`src/rtl/rv_spi_slave.sv`:
```
// SPI mode-0 slave with synchronized pin sampling and valid/ready byte streams.
// Optional feature macro: RV_SPI_SLAVE_OVERRUN_EN enables the sticky rx_overrun_o flag.
`timescale 1ns/1ps

module rv_spi_slave #(
  parameter int unsigned       DATA_W      = 8,
  parameter int unsigned       SYNC_STAGES = 2,
  parameter logic [DATA_W-1:0] TX_IDLE     = 8'hFF
) (
  input  logic              clk_i,
  input  logic              rst_i,
  input  logic              spi_sck,
  input  logic              spi_cs,
  input  logic              spi_mosi,
  output logic              spi_miso,
  output logic              spi_miso_oe,
  input  logic [DATA_W-1:0] tx_data_i,
  input  logic              tx_valid_i,
  output logic              tx_ready_o,
  output logic [DATA_W-1:0] rx_data_o,
  output logic              rx_valid_o,
  input  logic              rx_ready_i,
  output logic              tx_underrun_o,
  output logic              rx_overrun_o,
  input  logic              ovr_clr_i
);

  localparam int unsigned CNT_W = (DATA_W > 1) ? $clog2(DATA_W) : 1;
  localparam logic [CNT_W-1:0] CNT_LAST = CNT_W'(DATA_W - 1);

  typedef enum logic [1:0] {
    ST_IDLE   = 2'd0,
    ST_ACTIVE = 2'd1,
    ST_RESYNC = 2'd2
  } state_e;

  logic [SYNC_STAGES-1:0] sck_sync_q, sck_sync_d;
  logic [SYNC_STAGES-1:0] cs_sync_q, cs_sync_d;
  logic [SYNC_STAGES-1:0] mosi_sync_q, mosi_sync_d;
  logic                   sck_prev_q, sck_prev_d;
  logic                   cs_prev_q, cs_prev_d;
  logic [SYNC_STAGES:0]   flush_q, flush_d;

  state_e                 state_q, state_d;
  logic [CNT_W-1:0]       bit_cnt_q, bit_cnt_d;
  logic                   pend_q, pend_d;
  logic [DATA_W-1:0]      rx_shift_q, rx_shift_d;
  logic [DATA_W-1:0]      tx_shift_q, tx_shift_d;
  logic [DATA_W-1:0]      hold_q, hold_d;
  logic                   tx_empty_q, tx_empty_d;
  logic [DATA_W-1:0]      rx_data_q, rx_data_d;
  logic                   rx_valid_q, rx_valid_d;
  logic                   underrun_q, underrun_d;
  logic                   miso_q, miso_d;
  logic                   miso_oe_q, miso_oe_d;

  logic                   sck_s, cs_s, mosi_s;
  logic                   sck_rise_s, sck_fall_s, cs_rise_s, cs_fall_s;
  logic                   load_s, byte_done_s;
  logic [DATA_W-1:0]      rx_word_s;

  assign sck_s      = sck_sync_q[SYNC_STAGES-1];
  assign cs_s       = cs_sync_q[SYNC_STAGES-1];
  assign mosi_s     = mosi_sync_q[SYNC_STAGES-1];
  assign sck_rise_s = sck_s & ~sck_prev_q;
  assign sck_fall_s = ~sck_s & sck_prev_q;
  assign cs_rise_s  = cs_s & ~cs_prev_q;
  assign cs_fall_s  = ~cs_s & cs_prev_q;
  assign rx_word_s  = {rx_shift_q[DATA_W-2:0], mosi_s};

  // Synchronizer chains, edge-detect history and post-reset flush tracker.
  always_comb begin
    sck_sync_d  = {sck_sync_q[SYNC_STAGES-2:0], spi_sck};
    cs_sync_d   = {cs_sync_q[SYNC_STAGES-2:0], spi_cs};
    mosi_sync_d = {mosi_sync_q[SYNC_STAGES-2:0], spi_mosi};
    sck_prev_d  = sck_s;
    cs_prev_d   = cs_s;
    flush_d     = {flush_q[SYNC_STAGES-1:0], 1'b1};
  end

  // Frame state: RESYNC waits until the flushed chip select is seen high.
  always_comb begin
    state_d = state_q;
    case (state_q)
      ST_IDLE: begin
        if (cs_fall_s) begin
          state_d = ST_ACTIVE;
        end else begin
          state_d = ST_IDLE;
        end
      end
      ST_ACTIVE: begin
        if (cs_rise_s) begin
          state_d = ST_IDLE;
        end else begin
          state_d = ST_ACTIVE;
        end
      end
      ST_RESYNC: begin
        if (flush_q[SYNC_STAGES] && cs_s) begin
          state_d = ST_IDLE;
        end else begin
          state_d = ST_RESYNC;
        end
      end
      default: begin
        state_d = ST_RESYNC;
      end
    endcase
  end

  // Shift datapath, byte boundary detection and TX holding register.
  always_comb begin
    bit_cnt_d   = bit_cnt_q;
    pend_d      = pend_q;
    rx_shift_d  = rx_shift_q;
    tx_shift_d  = tx_shift_q;
    hold_d      = hold_q;
    tx_empty_d  = tx_empty_q;
    load_s      = 1'b0;
    byte_done_s = 1'b0;

    if ((state_q == ST_IDLE) && cs_fall_s) begin
      load_s     = 1'b1;
      bit_cnt_d  = '0;
      pend_d     = 1'b0;
      rx_shift_d = '0;
    end else if ((state_q == ST_ACTIVE) && cs_rise_s) begin
      bit_cnt_d  = '0;
      pend_d     = 1'b0;
      rx_shift_d = '0;
    end else if (state_q == ST_ACTIVE) begin
      if (sck_rise_s) begin
        rx_shift_d = rx_word_s;
        if (bit_cnt_q == CNT_LAST) begin
          bit_cnt_d   = '0;
          byte_done_s = 1'b1;
          pend_d      = 1'b1;
        end else begin
          bit_cnt_d = bit_cnt_q + CNT_W'(1);
        end
      end else if (sck_fall_s) begin
        if (pend_q) begin
          load_s = 1'b1;
          pend_d = 1'b0;
        end else begin
          tx_shift_d = {tx_shift_q[DATA_W-2:0], 1'b0};
        end
      end else begin
        bit_cnt_d = bit_cnt_q;
      end
    end else begin
      bit_cnt_d = bit_cnt_q;
    end

    // A boundary with an empty holding register sends the idle pattern.
    if (load_s) begin
      if (!tx_empty_q) begin
        tx_shift_d = hold_q;
        tx_empty_d = 1'b1;
      end else begin
        tx_shift_d = TX_IDLE;
      end
    end else begin
      tx_shift_d = tx_shift_d;
    end

    if (tx_valid_i && tx_empty_q) begin
      hold_d     = tx_data_i;
      tx_empty_d = 1'b0;
    end else begin
      hold_d = hold_d;
    end

    underrun_d = load_s & tx_empty_q;
    miso_oe_d  = (state_d == ST_ACTIVE);
    miso_d     = (state_d == ST_ACTIVE) ? tx_shift_d[DATA_W-1] : 1'b0;
  end

  // RX output register: a newly completed byte always replaces the old one.
  always_comb begin
    rx_data_d  = rx_data_q;
    rx_valid_d = rx_valid_q;
    if (byte_done_s) begin
      rx_data_d  = rx_word_s;
      rx_valid_d = 1'b1;
    end else if (rx_valid_q && rx_ready_i) begin
      rx_valid_d = 1'b0;
    end else begin
      rx_valid_d = rx_valid_q;
    end
  end

  // State and datapath registers.
  always_ff @(posedge clk_i) begin
    if (rst_i) begin
      sck_sync_q  <= '0;
      cs_sync_q   <= '1;
      mosi_sync_q <= '0;
      sck_prev_q  <= 1'b0;
      cs_prev_q   <= 1'b1;
      flush_q     <= '0;
      state_q     <= ST_RESYNC;
      bit_cnt_q   <= '0;
      pend_q      <= 1'b0;
      rx_shift_q  <= '0;
      tx_shift_q  <= '0;
      hold_q      <= '0;
      tx_empty_q  <= 1'b1;
      rx_data_q   <= '0;
      rx_valid_q  <= 1'b0;
      underrun_q  <= 1'b0;
      miso_q      <= 1'b0;
      miso_oe_q   <= 1'b0;
    end else begin
      sck_sync_q  <= sck_sync_d;
      cs_sync_q   <= cs_sync_d;
      mosi_sync_q <= mosi_sync_d;
      sck_prev_q  <= sck_prev_d;
      cs_prev_q   <= cs_prev_d;
      flush_q     <= flush_d;
      state_q     <= state_d;
      bit_cnt_q   <= bit_cnt_d;
      pend_q      <= pend_d;
      rx_shift_q  <= rx_shift_d;
      tx_shift_q  <= tx_shift_d;
      hold_q      <= hold_d;
      tx_empty_q  <= tx_empty_d;
      rx_data_q   <= rx_data_d;
      rx_valid_q  <= rx_valid_d;
      underrun_q  <= underrun_d;
      miso_q      <= miso_d;
      miso_oe_q   <= miso_oe_d;
    end
  end

`ifdef RV_SPI_SLAVE_OVERRUN_EN
  logic ovr_q, ovr_d;
  logic ovr_set_s;

  assign ovr_set_s = byte_done_s & rx_valid_q & ~rx_ready_i;

  // Sticky overrun flag; a new overrun wins over a simultaneous clear.
  always_comb begin
    ovr_d = ovr_q;
    if (ovr_set_s) begin
      ovr_d = 1'b1;
    end else if (ovr_clr_i) begin
      ovr_d = 1'b0;
    end else begin
      ovr_d = ovr_q;
    end
  end

  // Overrun flag register.
  always_ff @(posedge clk_i) begin
    if (rst_i) begin
      ovr_q <= 1'b0;
    end else begin
      ovr_q <= ovr_d;
    end
  end

  assign rx_overrun_o = ovr_q;
`else
  logic unused_ovr_clr_s;
  assign unused_ovr_clr_s = ovr_clr_i;
  assign rx_overrun_o     = 1'b0;
`endif

  assign spi_miso      = miso_q;
  assign spi_miso_oe   = miso_oe_q;
  assign tx_ready_o    = tx_empty_q;
  assign rx_data_o     = rx_data_q;
  assign rx_valid_o    = rx_valid_q;
  assign tx_underrun_o = underrun_q;

endmodule
```
`config.mk`:
```
export PLATFORM = sky130hd
export DESIGN_NAME = rv_spi_slave
export DESIGN_NICKNAME = d
export VERILOG_FILES = /design/src/rtl/rv_spi_slave.sv
export SDC_FILE = /design/constraint.sdc
export NUM_CORES = 1
export LEC_CHECK = 0
export BUFFER_PORTS_ARGS = -buffer_cell sky130_fd_sc_hd__buf_2
export CAP_MARGIN = 10
export CORE_UTILIZATION = 45
export CTS_CLUSTER_DIAMETER = 150
export DETAILED_ROUTE_END_ITERATION = 10
export PLACE_DENSITY = 0.66
export REMOVE_ABC_BUFFERS = 1
export SYNTH_ARGS = -nofsm -noshare
export SYNTH_HDL_FRONTEND = slang
export SYNTH_SLANG_ARGS = --single-unit
```
`constraint.sdc`:
```
create_clock -name clk_i -period 1.8 [get_ports clk_i]
set_input_delay 0.36 -clock clk_i [delete_from_list [all_inputs] [get_ports clk_i]]
set_output_delay 0.36 -clock clk_i [all_outputs]
set_load 0.02 [all_outputs]
```
; ---- Word level (Yosys, flattened, before mapping)
; Cells that the tools add are included.
[word_totals]
input_bits = 16
word_cells = 88
register_bits = 53
[op_classes]
mux = 32
bitwise = 10
eq_ne = 9
add_sub_neg = 1
reduce_logical = 16
[ops]
columns = operator, n
row1 = two-way mux 8 bit, 8
row2 = two-way mux 1 bit, 21
row3 = nonzero test 2 bit, 5
row4 = "inequality test 2 x 1 -> 1 bit, second input constant", 3
row5 = case mux 2 bit (3 select lines), 1
row6 = AND reduction 6 bit, 1
row7 = AND 1 bit, 5
row8 = logical AND 1 bit, 5
row9 = NOT 1 bit, 5
row10 = "== test 2 x 1 -> 1 bit, second input constant", 2
row11 = "inequality test 2 bit, second input constant", 2
row12 = "adder 3 x 1 -> 3 bit, second input constant", 1
row13 = "== test 3 bit, second input constant", 1
row14 = two-way mux 3 bit, 1
row15 = AND reduction 3 bit, 1
row16 = OR reduction 3 bit, 1
row17 = "== test 2 bit, second input constant", 1
row18 = logical NOT 2 bit, 1
row19 = two-way mux 2 bit, 1
row20 = AND reduction 2 bit, 1
row21 = OR reduction 2 bit, 1

; ---- Longest topological paths before layout
; Gate-level depths: netlist (run 1).
[logic_depth]
ltp_word = 9
ltp_mapped = 7
depth_no_buf = 5

; ---- Least setup slack after synthesis (run 1)
; OpenSTA, ideal clock, no wires.
[synth_path]
kind = reg2reg
from = register state_q[0]
to = register tx_shift_q[1]
path_buffers = 2
setup_slack_ns = 0.293
t_required_ns = 1.708
t_arrival_ns = 1.414
path_stages_with_launch = 7
cell_sequence = dfxtp_1 > buf_6 > nor3b_4 > a31oi_2 > or3_1 > buf_2 > o32ai_1
[synth_between]
elab_chain_len = 6
[synth_lines]
columns = item, line
row1 = from (decl), 44  ; state_e state_q, state_d;
row2 = from (signal assigned), 222  ; state_q <= state_d;
row3 = == test 2 x 1 -> 1 bit, "128, 132"
row4 = two-way mux 1 bit or logical AND 1 bit (tied branches), "132, 128"
row5 = two-way mux 1 bit, 128  ; end else if ((state_q == ST_ACTIVE) && cs_rise_s) begin
row6 = two-way mux 1 bit, 123  ; if ((state_q == ST_IDLE) && cs_fall_s) begin
row7 = "inequality test 2 bit (no source line), or another cell as far along", n/a
row8 = AND reduction 6 bit (no source line), n/a
row9 = to (signal assigned), 226  ; tx_shift_q <= tx_shift_d;
row10 = to (decl), 48  ; logic [DATA_W-1:0] tx_shift_q, tx_shift_d;
; Several ways; a longest one is shown, not always the timed one.
; A chain may end at the register's enable or synchronous reset.

; ---- Worst setup path after layout (run 1)
[layout_path]
from = register cs_sync_q[1]
to = register tx_shift_q[4]
[layout_between]
elab_chain_len = 6
[layout_lines]
columns = item, line
row1 = from (decl), 38  ; logic [SYNC_STAGES-1:0] cs_sync_q, cs_sync_d;
row2 = from (signal assigned), 217  ; cs_sync_q <= cs_sync_d;
row3 = AND 1 bit or NOT 1 bit (tied branches), "67, 68"
row4 = logical AND 1 bit or AND 1 bit (tied branches), "128, 68"
row5 = two-way mux 1 bit or logical AND 1 bit (tied branches), "128, 123"
row6 = two-way mux 1 bit, 123
row7 = "inequality test 2 bit (no source line), or another cell as far along", n/a
row8 = AND reduction 6 bit (no source line), n/a
; Several ways; a longest one is shown, not always the timed one.

==> results of run 1 <==
## flip-flops by register name, indices dropped and copies added (netlist names)
signal and cells:
hold_q 8, rx_data_o 8, tx_shift_q 8, rx_shift_q 7, bit_cnt_q 3, flush_q 3, cs_sync_q 2, mosi_sync_q 2
sck_sync_q 2, state_q 2, cs_prev_q 1, pend_q 1, rx_valid_o 1, sck_prev_q 1, spi_miso 1, spi_miso_oe 1
tx_ready_o 1, tx_underrun_o 1
## per-stage QoR
stage               cells  setup TNS (ns)  worst slack, ns  power (µW)
floorplan             204           -5.20           -0.592        1290
global placement      291               0            0.182        1350
detailed placement    291               0            0.186        1350
CTS                   299               0            0.159        1970
global route          299               0           0.0463        2020
finish                299               0            0.179        1940
## critical path, cell delays in order (launching register included)
cell	delay, ns
dfxtp_1	0.38
nor3b_4	0.29
a31oi_2	0.09
or3_1	0.44
o32ai_1	0.32
## metal layers
metal / up-vias / GRT usage / wire length (µm)
li1: 796 / - / -
met1: 693 / 0.231 / 1850
met2: 23 / 0.255 / 1540
met3: 2 / 0.0592 / 149
met4: 0 / 0.0547 / 24
met5: - / 0 / 0
## cells by family after synthesis
group / share of synthesized area
other cells: 0.00188
simple gates: 0.243
buf+inv: 0.0507
fa+ha+maj: 0.0125
flops: 0.531
mux: 0.0401
compound gates: 0.121
## final cells by class
cell class	instances	share of cell area
Timing Repair Buffer	37	0.0920
Multi-Input combinational cell	144	0.370
Tap cell	50	0.0274
Inverter	7	0.0115
Sequential cell	53	0.464
Clock buffer	8	0.0350
## power groups by stage
stage / clock [µW] / sequential, µW / combinational, µW
2_1_floorplan: 0 / 1240 / 51.5
3_3_place_gp: 0 / 1240 / 113
3_5_place_dp: 0 / 1240 / 114
4_1_cts: 643 / 1210 / 114
5_1_grt: 679 / 1220 / 128
6_report: 617 / 1210 / 114
## final timing paths
check	cells past startpoint	from	slack [ns]	to
worst min-delay path	2	spi_cs	0.24	cs_sync_q[0]
worst max register to register	4	cs_sync_q[1]	0.18	tx_shift_q[4]
worst max-delay path	4	cs_sync_q[1]	0.18	tx_shift_q[4]
worst min register to register	1	cs_sync_q[0]	0.42	cs_sync_q[1]
## timing repair
item | CTS | global route
endpoints found under the setup margin | 0 | 1
resized for setup | 0 | 1
hold buffers | 0 | 0
## layout by cell type, fill, tap and decap left out, drive strengths merged
cell type / synthesis / layout
a21oi: 22 / 22
a31oi: 1 / 1
a41oi: 1 / 1
and2b: 2 / 2
and3b: 2 / 2
buf: 7 / 37
clkbuf: 9 / 8
conb: 1 / 1
dfxtp: 53 / 53
ha: 2 / 2
inv: 7 / 7
mux2i: 8 / 8
nand2: 32 / 32
nand2b: 3 / 3
nand3: 8 / 8
nand3b: 2 / 2
nand4: 1 / 1
nand4b: 1 / 1
nor2: 16 / 16
nor2b: 9 / 9
nor3: 8 / 8
nor3b: 2 / 2
nor4b: 1 / 1
nor4bb: 1 / 1
o21ai: 5 / 5
o21bai: 1 / 1
o311ai: 1 / 1
o32ai: 6 / 6
o41ai: 1 / 1
or2: 4 / 4
or3: 3 / 3
==> out/metrics.cfg, run 1 <==
[cells_and_area]
seqCellArea_um2 = 1060
syn2layout_area_growth_pct = 14.3
finish.utilization = 0.551
fillers = 400
final_layout_size_suffix_gt1_frac = 0.201
fin_area_um2 = 2280
n_antenna_cell = 0
fin_nets = 266
multi_input_area_um2 = 845

[hold_path]
hold_path_class = in -> reg

[synth]
synth_top_area_frac = 0.531
async_flop_share = 0
synthCells = 220
synth_commonest_cells = dfxtp_1 (53), nand2_1 (32), a21oi_1 (22)
synth_cell_type_count = 36
ys_seq_area_frac = 0.531
yosysMostFrequentCell = dfxtp_1
synth_seq_cells = 53
yosys_warnings = 0
ys_top_cells_by_area = dfxtp_1 (53%), nand2_1 (6.0%), a21oi_1 (5.5%)
yosysTopAreaCell = dfxtp_1
synth_edf_count = 0
syn-cell-area_um2 = 2000
avgSynthCellArea_um2 = 9.09
ys.flop_type = dfxtp_1

[clock_tree]
cts_root_buf = clkbuf_8
cts_setup_buffers = 0
clk-insertion-delay-late_ns = 0.30
numCtsBuffers = 5
cts_sinks = 53
htreeDepth = 2
clockBufferDepth = 2
clkSlewWorstSetupHoldPaths_ns = 0.08
cts_tree = built

[floorplan]
die-area_um2 = 4710
start_util = 0.482
num_rows = 23
die_w_um = 68.7
io_pins = 30
fp.dieH_um = 68.7
core-area_um2 = 4140

[power_and_ir_drop]
pwr-share-clk = 0.318
comb_power_share = 0.059
peakVddDrop_uv = 508
switching_share = 0.218
power_leakage_uw = 0.000934
p_int_uw = 1520
p_sw_uw = 423
seqPwrFrac = 0.624
powerDensity_nw_per_um2 = 850

[detailed_routing]
first_pass_iters = 4
wirelength_mm = 3.57
post_drt_wl_per_cell_um = 11.9
routed_via_density = 5.06
vias = 1514
drc_errors = 0
ant_nets = 0
drtIter0Drc = 86

[global_route]
grt_pass1_vias = 1338
grt_max_degree = 19
grt_overflow_total = 0
grt_usage = 0.172
antenna_found_initial = 0
grt_pass1_wl_mm = 5.90

[placement]
portBuffers = 27
placed_cell_area_um2 = 2200
gp_congestion = 0.741
place_hpwl_mm = 2.48

[setup_path]
path_max_fanout = 6
start_kind = flop
crit_path_end_kind = flop
worstPathRequired_ns = 2.00
cp.arrival_ns = 1.83
worstSetupPathType = reg -> reg

[timing]
timing.hold.ws_ns = 0.241
final.period_utilization = 0.901
tightest_slew_ns = 0.518
rsz0062_at_grt = no
period_minus_slack_ns = 1.62
fin_skew_ns = 0.00467
slew_violations = 0
setup_viol = 0
hold_viol = 0
max_slew_margin = 0.655
fmax_ghz = 0.617

[outcome]
outcome = completed

[flow_run]
max_cap_violations = 0

Power figures use the tool's default switching activity.
==> run 2: changes to the inputs <==
ABC_AREA = 1   (was not set)
==> run 2 against run 1 <==
Effect of this change: clock power rose by 5.7%; routed wire length rose by 1.4%; final cell count rose by 25%; power rose by 1.9%; synthesized cell count rose by 33%; via count rose by 11%; combinational power barely moved; maximum frequency rose by 20%; synthesized area rose by 7.1%; largest cell class unchanged.
==> out/metrics.cfg, run 2 <==
[placement]
gp_congestion = 0.779  ; was 0.741
portBuffers = 27  ; unchanged
placed_cell_area_um2 = 2320  ; was 2200 µm²
dp_cells = 366  ; was 291
place_hpwl_mm = 2.57  ; was 2.48 mm

[synth]
synth_cell_type_count = 24  ; was 36
async_flop_share = 0  ; unchanged
ys.flop_type = dfxtp_1  ; unchanged
syn-cell-area_um2 = 2140  ; was 2000 µm²
ys_top_cells_by_area = dfxtp_1 (50%), nand2_1 (12%), inv_1 (7.5%)  ; was dfxtp_1 (53%), nand2_1 (6.0%), a21oi_1 (5.5%)
synth_edf_count = 0  ; unchanged
yosys_warnings = 0  ; unchanged
yosysTopAreaCell = dfxtp_1  ; unchanged
yosysMostFrequentCell = nand2_1  ; was dfxtp_1
synth_top_area_frac = 0.495  ; was 0.531
synth_seq_cells = 53  ; unchanged
ys_seq_area_frac = 0.495  ; was 0.531
synth_commonest_cells = nand2_1 (70), dfxtp_1 (53), inv_1 (43)  ; was dfxtp_1 (53), nand2_1 (32), a21oi_1 (22)
synthCells = 292  ; was 220
avgSynthCellArea_um2 = 7.34  ; was 9.09 µm²

[hold_path]
hold_depth = 2  ; unchanged
hp-start = spi_cs  ; unchanged
min_to = cs_sync_q[0]  ; unchanged
hold_path_class = in -> reg  ; unchanged

[clock_tree]
cts_resized = 0  ; unchanged
htreeDepth = 2  ; unchanged
numCtsBuffers = 5  ; unchanged
cts_root_buf = clkbuf_8  ; unchanged
cts_sinks = 53  ; unchanged
cts-hold-fix-buffers = 0  ; unchanged
cts_setup_buffers = 0  ; unchanged
clk-insertion-delay-late_ns = 0.30  ; about the same
clkSlewWorstSetupHoldPaths_ns = 0.09  ; was 0.08 ns
clockBufferDepth = 2  ; unchanged
cts_tree = built  ; unchanged

[setup_path]
start_kind = flop  ; unchanged
timing.rr.end = rx_data_o[7]  ; was tx_shift_q[4]
r2r_slack_ns = 0.45  ; was 0.18 ns
reg2reg_depth = 6  ; was 4
r2r-start = bit_cnt_q[0]  ; was cs_sync_q[1]
worstSetupPathType = reg -> reg  ; unchanged
crit_path_end_kind = flop  ; unchanged
path_max_fanout = 10  ; was 6
worstPathRequired_ns = 2.00  ; about the same
cp.arrival_ns = 1.54  ; was 1.83 ns
critical_path.startpoint = bit_cnt_q[0]  ; was cs_sync_q[1]

[detailed_routing]
post_drt_wl_per_cell_um = 9.69  ; was 11.9 µm
ant_nets = 0  ; unchanged
wirelength_mm = 3.62  ; was 3.57 mm
routed_via_density = 4.50  ; was 5.06
vias = 1680  ; was 1,514
drc_errors = 0  ; unchanged
drtIter0Drc = 82  ; was 86
first_pass_iters = 6  ; was 4

[timing]
slew_violations = 0  ; unchanged
rsz0062_at_grt = no  ; unchanged
setup_viol = 0  ; unchanged
hold_viol = 0  ; unchanged
fin_setup_tns_ns = 0  ; unchanged
period_minus_slack_ns = 1.35  ; was 1.62 ns
fin_skew_ns = 0.00348  ; was 0.00467 ns
fmax_ghz = 0.743  ; was 0.617 GHz
final.period_utilization = 0.748  ; was 0.901

[global_route]
grt_max_degree = 21  ; was 19
grt_pass1_vias = 1489  ; was 1,338
grt_usage = 0.159  ; was 0.172
grt_overflow_total = 0  ; unchanged
antenna_found_initial = 0  ; unchanged
grt_pass1_wl_mm = 6.40  ; was 5.90 mm

[floorplan]
start_util = 0.479  ; was 0.482
fp.dieH_um = 71.0  ; was 68.7 µm
io_pins = 30  ; unchanged
die-area_um2 = 5040  ; was 4710 µm²
num_rows = 24  ; was 23
core-area_um2 = 4470  ; was 4140 µm²
die_w_um = 71.0  ; was 68.7 µm

[cells_and_area]
final_common_cell = nand2_1  ; was dfxtp_1
n_antenna_cell = 0  ; unchanged
fin_nets = 339  ; was 266
final_layout_size_suffix_gt1_frac = 0.181  ; was 0.201
fillers = 476  ; was 400
fin_cells = 373  ; was 299
mostFrequentLayoutCells = nand2_1 (70), dfxtp_1 (53), inv_1 (43), buf_2 (27), nor2_1 (26)  ; was dfxtp_1 (53), nand2_1 (32), buf_2 (27), a21oi_1 (22), nor2_1 (16)
fin_area_um2 = 2410  ; was 2280 µm²
seqCellArea_um2 = 1060  ; unchanged
multi_input_area_um2 = 841  ; was 845 µm²
syn2layout_area_growth_pct = 12.4  ; was 14.3%
finish.utilization = 0.538  ; was 0.551

[power_and_ir_drop]
powerDensity_nw_per_um2 = 822  ; was 850 nW/µm²
power_leakage_uw = 0.00119  ; was 0.000934 µW
finalPower_uw = 1980  ; was 1940 µW
peakVddDrop_uv = 513  ; was 508 µV

[flow_run]
max_cap_violations = 0  ; unchanged

[outcome]
outcome = completed  ; unchanged

run 2: area by class of cell:
class                           count  area share
Clock buffer                        7      0.0358
Tap cell                           52      0.0270
Inverter                           52      0.0821
Timing Repair Buffer               30      0.0655
Sequential cell                    53       0.441
Multi-Input combinational cell    179       0.349
run 2: stage by stage:
stage,hold slack (ns),setup WS [ns]
2_1_floorplan,0.388,0.496
3_3_place_gp,0.390,0.481
3_5_place_dp,0.395,0.446
4_1_cts,0.227,0.429
5_1_grt,0.229,0.292
6_report,0.239,0.454
run 2: critical path, stage by stage (launching register included):
cell and delay, ns:
dfxtp_1 0.33, ha_1 0.20, ha_1 0.24, nand3_4 0.16, clkinv_2 0.14, nor2_1 0.12
nor2_1 0.05
run 2: per-layer routing:
layer,global-route usage,up-vias,share of wire
li1,-,947,-
met5,0,-,0
met4,0.0467,0,0.0072
met3,0.0470,3,0.036
met1,0.203,695,0.53
met2,0.262,35,0.42
run 2: cells by family after synthesis:
logic type,count (synthesis),share of synthesized area
buffers and inverters,60,0.112
DFF,53,0.495
and+or+nand+nor,136,0.284
other,1,0.00175
adders and majority gates,2,0.0117
AOI/OAI and AO/OA,40,0.0946
run 2: how the worst max path moves through the flow:
stage                    to  slack, ns  cells past startpoint
5_1_grt        rx_data_o[4]       0.29                      7
3_5_place_dp   rx_data_o[7]       0.45                      6
4_1_cts        rx_data_o[7]       0.43                      6
6_report       rx_data_o[7]       0.45                      6
3_3_place_gp   rx_data_o[0]       0.48                      6
2_1_floorplan  rx_data_o[0]       0.50                      7
run 2: power breakdown:
| group | leakage [µW] | total (µW) | internal [µW] | switching [µW] |
|---|---|---|---|---|
| Sequential | 0.000432 | 1210 | 1200 | 13.3 |
| Combinational | 0.000715 | 113 | 41.4 | 71.8 |
| Clock | 0.0000443 | 652 | 306 | 346 |
| Total | 0.00119 | 1980 | 1550 | 431 |
==> run 3: changes to the inputs <==
PLACE_DENSITY = 0.69   (was 0.66)
clock period = 1.1 ns   (was 1.8 ns; I/O delays follow)
==> run 3 against run 2 <==
Effect of this change: the flow now finishes with violations (design-rule violations, negative setup slack); non-clock buffer count is 25 higher; register-to-register slack got worse by 0.66 ns; worst setup slack got worse by 0.66 ns; global-route usage increased by 1.9 points; sequential cell count is the same; clock power up 60%; power is 65% higher; hold slack worse by 0.14 ns; maximum frequency grew 3.4%; critical path depth rose by 2; clock skew grew 0.0042 ns; final area rose by 19%; critical path type unchanged; largest cell class unchanged; highest routed layer unchanged.
==> out/metrics.cfg, run 3 (same netlist as run 2, synthesis figures left out) <==
[detailed_routing]
post_drt_wl_per_cell_um = 11.2  ; was 9.69 µm
vias = 1895  ; was 1,680
routed_via_density = 4.73  ; was 4.50
first_pass_iters = 7  ; was 6
drtIter0Drc = 134  ; was 82
wirelength_mm = 4.50  ; was 3.62 mm
ant_nets = 0  ; unchanged
drc_errors = 3  ; was 0

[global_route]
grt_usage = 0.178  ; was 0.159
grt_max_degree = 16  ; was 21
antenna_found_initial = 0  ; unchanged
grt_overflow_total = 0  ; unchanged
grt_pass1_vias = 1635  ; was 1,489
grt_pass1_wl_mm = 7.08  ; was 6.40 mm

[clock_tree]
cts_sinks = 53  ; unchanged
cts_tree = built  ; unchanged
clk-insertion-delay-late_ns = 0.31  ; was 0.30 ns
clkSlewWorstSetupHoldPaths_ns = 0.09  ; about the same
cts_root_buf = clkbuf_8  ; unchanged
clockBufferDepth = 2  ; unchanged
numCtsBuffers = 5  ; unchanged
htreeDepth = 2  ; unchanged

[cells_and_area]
n_antenna_cell = 0  ; unchanged
fillers = 395  ; was 476
final_common_cell = nand2_1  ; unchanged
syn2layout_area_growth_pct = 33.4  ; was 12.4%
fin_area_um2 = 2860  ; was 2410 µm²
mostFrequentLayoutCells = nand2_1 (65), dfxtp_1 (46), inv_1 (43), buf_2 (26), buf_4 (24)  ; was nand2_1 (70), dfxtp_1 (53), inv_1 (43), buf_2 (27), nor2_1 (26)
fin_nets = 366  ; was 339
seqCellArea_um2 = 1070  ; was 1060 µm²
multi_input_area_um2 = 1040  ; was 841 µm²
final_layout_size_suffix_gt1_frac = 0.341  ; was 0.181

[setup_path]
path_max_fanout = 8  ; was 10
r2r_slack_ns = -0.20  ; was 0.45 ns
reg2reg_depth = 8  ; was 6
timing.rr.end = tx_shift_q[1]  ; was rx_data_o[7]
start_kind = flop  ; unchanged
crit_path_end = tx_shift_q[1]  ; was rx_data_o[7]
critical_path.startpoint = state_q[0]  ; was bit_cnt_q[0]
crit_path_end_kind = flop  ; unchanged
r2r-start = state_q[0]  ; was bit_cnt_q[0]
worstSetupPathType = reg -> reg  ; unchanged
worstPathRequired_ns = 1.36  ; was 2.00 ns
cp.arrival_ns = 1.56  ; was 1.54 ns

[power_and_ir_drop]
p_int_uw = 2510  ; was 1550 µW
comb_power_share = 0.075  ; was 0.057
peakVddDrop_uv = 766  ; was 513 µV
switching_share = 0.234  ; was 0.218
powerDensity_nw_per_um2 = 1150  ; was 822 nW/µm²
power_leakage_uw = 0.00138  ; was 0.00119 µW
pwr-share-clk = 0.317  ; was 0.329
seqPwrFrac = 0.608  ; was 0.614
p_sw_uw = 766  ; was 431 µW

[floorplan]
num_rows = 24  ; unchanged
start_util = 0.479  ; unchanged
die-area_um2 = 5040  ; unchanged
core-area_um2 = 4470  ; unchanged
die_w_um = 71.0  ; unchanged
fp.dieH_um = 71.0  ; unchanged
io_pins = 30  ; unchanged

[timing]
worst_slack_ns = -0.202  ; was 0.454 ns
final.period_utilization = 1.18  ; was 0.748
timing.hold.ws_ns = 0.0950  ; was 0.239 ns
hold_viol = 0  ; unchanged
slew_violations = 0  ; unchanged
fin_skew_ns = 0.00773  ; was 0.00348 ns
setup_viol = 31  ; was 0
rsz0062_at_grt = yes  ; was no
fmax_ghz = 0.768  ; was 0.743 GHz
period_minus_slack_ns = 1.30  ; was 1.35 ns

[placement]
place_hpwl_mm = 2.76  ; was 2.57 mm
dp_slack_ns = -0.182  ; was 0.446 ns
placed_cell_area_um2 = 2460  ; was 2320 µm²
portBuffers = 27  ; unchanged
gp_congestion = 0.787  ; was 0.779

[outcome]
violations = design-rule violations, negative setup slack
outcome = finished, violations left  ; was completed

[hold_path]
hold_path_class = in -> reg  ; unchanged

[flow_run]
max_cap_violations = 0  ; unchanged

==> run 3: cell count changes in the layout (fill, tap and decap cells not counted), moves of 5 or more <==
cell / change
nor2_1: -5
buf_4: +21
dfxtp_1: -7
nand3_2: +10
dfxtp_2: +5
o21ai_0: -5
nand3_1: -12
nand2_1: -5
==> run 3: how the worst min path moves through the flow <==
stage | endpoint | cells past startpoint | start
2_1_floorplan | hold_q[7] | 1 | rst_i
3_3_place_gp | flush_q[2] | 2 | flush_q[1]
3_5_place_dp | flush_q[1] | 2 | flush_q[0]
4_1_cts | cs_sync_q[0] | 2 | spi_cs
5_1_grt | cs_sync_q[0] | 2 | spi_cs
6_report | cs_sync_q[0] | 2 | spi_cs
==> run 3: repair_timing <==
action,in CTS,in global routing
hold buffers,0,0
endpoints found under the setup margin,32,36
pin swaps,3,11
gates resized for setup,30,36
buffers inserted,0,7
gates cloned,1,1
==> run 3: final cells by class <==
class                      instances  share of cell area
clock buffer                       6              0.0254
multi-input combinational        181               0.363
clock inverter                     2             0.00350
tap                               52              0.0228
inverter                          52              0.0793
sequential                        53               0.376
timing repair buffer              55               0.130
==> run 3: power groups by stage <==
stage / clock (µW) / sequential [µW] / combinational, µW
final: 1040 / 1990 / 247
after CTS: 1080 / 1990 / 224
after global routing: 1130 / 2000 / 280
after floorplan: 0 / 2030 / 115
after global placement: 0 / 2030 / 214
after detailed placement: 0 / 2030 / 217
==> run 3: per-stage QoR <==
| stage | TNS (ns) | power, µW | std cells | utilization |
|---|---|---|---|---|
| 6_report | -3.48 | 3270 | 401 | 0.638 |
| 3_3_place_gp | -3.01 | 2250 | 385 | 0.551 |
| 5_1_grt | -5.70 | 3410 | 401 | 0.638 |
| 4_1_cts | -2.26 | 3300 | 393 | 0.593 |
| 2_1_floorplan | -2.20 | 2150 | 284 | - |
| 3_5_place_dp | -3.29 | 2250 | 385 | 0.551 |
==> run 3: metal layers <==
metal  global-route usage  part of all wire
met1                0.232              0.47
met2                0.286              0.47
met3               0.0442             0.045
met4               0.0667             0.018
met5                    0                 0
==> run 3: critical path: stages (launching register included) <==
cell	delay [ns]
dfxtp_4	0.39
inv_4	0.04
nor2_4	0.13
nand2_2	0.12
nand2_8	0.12
nand2_8	0.09
a21oi_1	0.20
nand2_1	0.12
inv_1	0.06
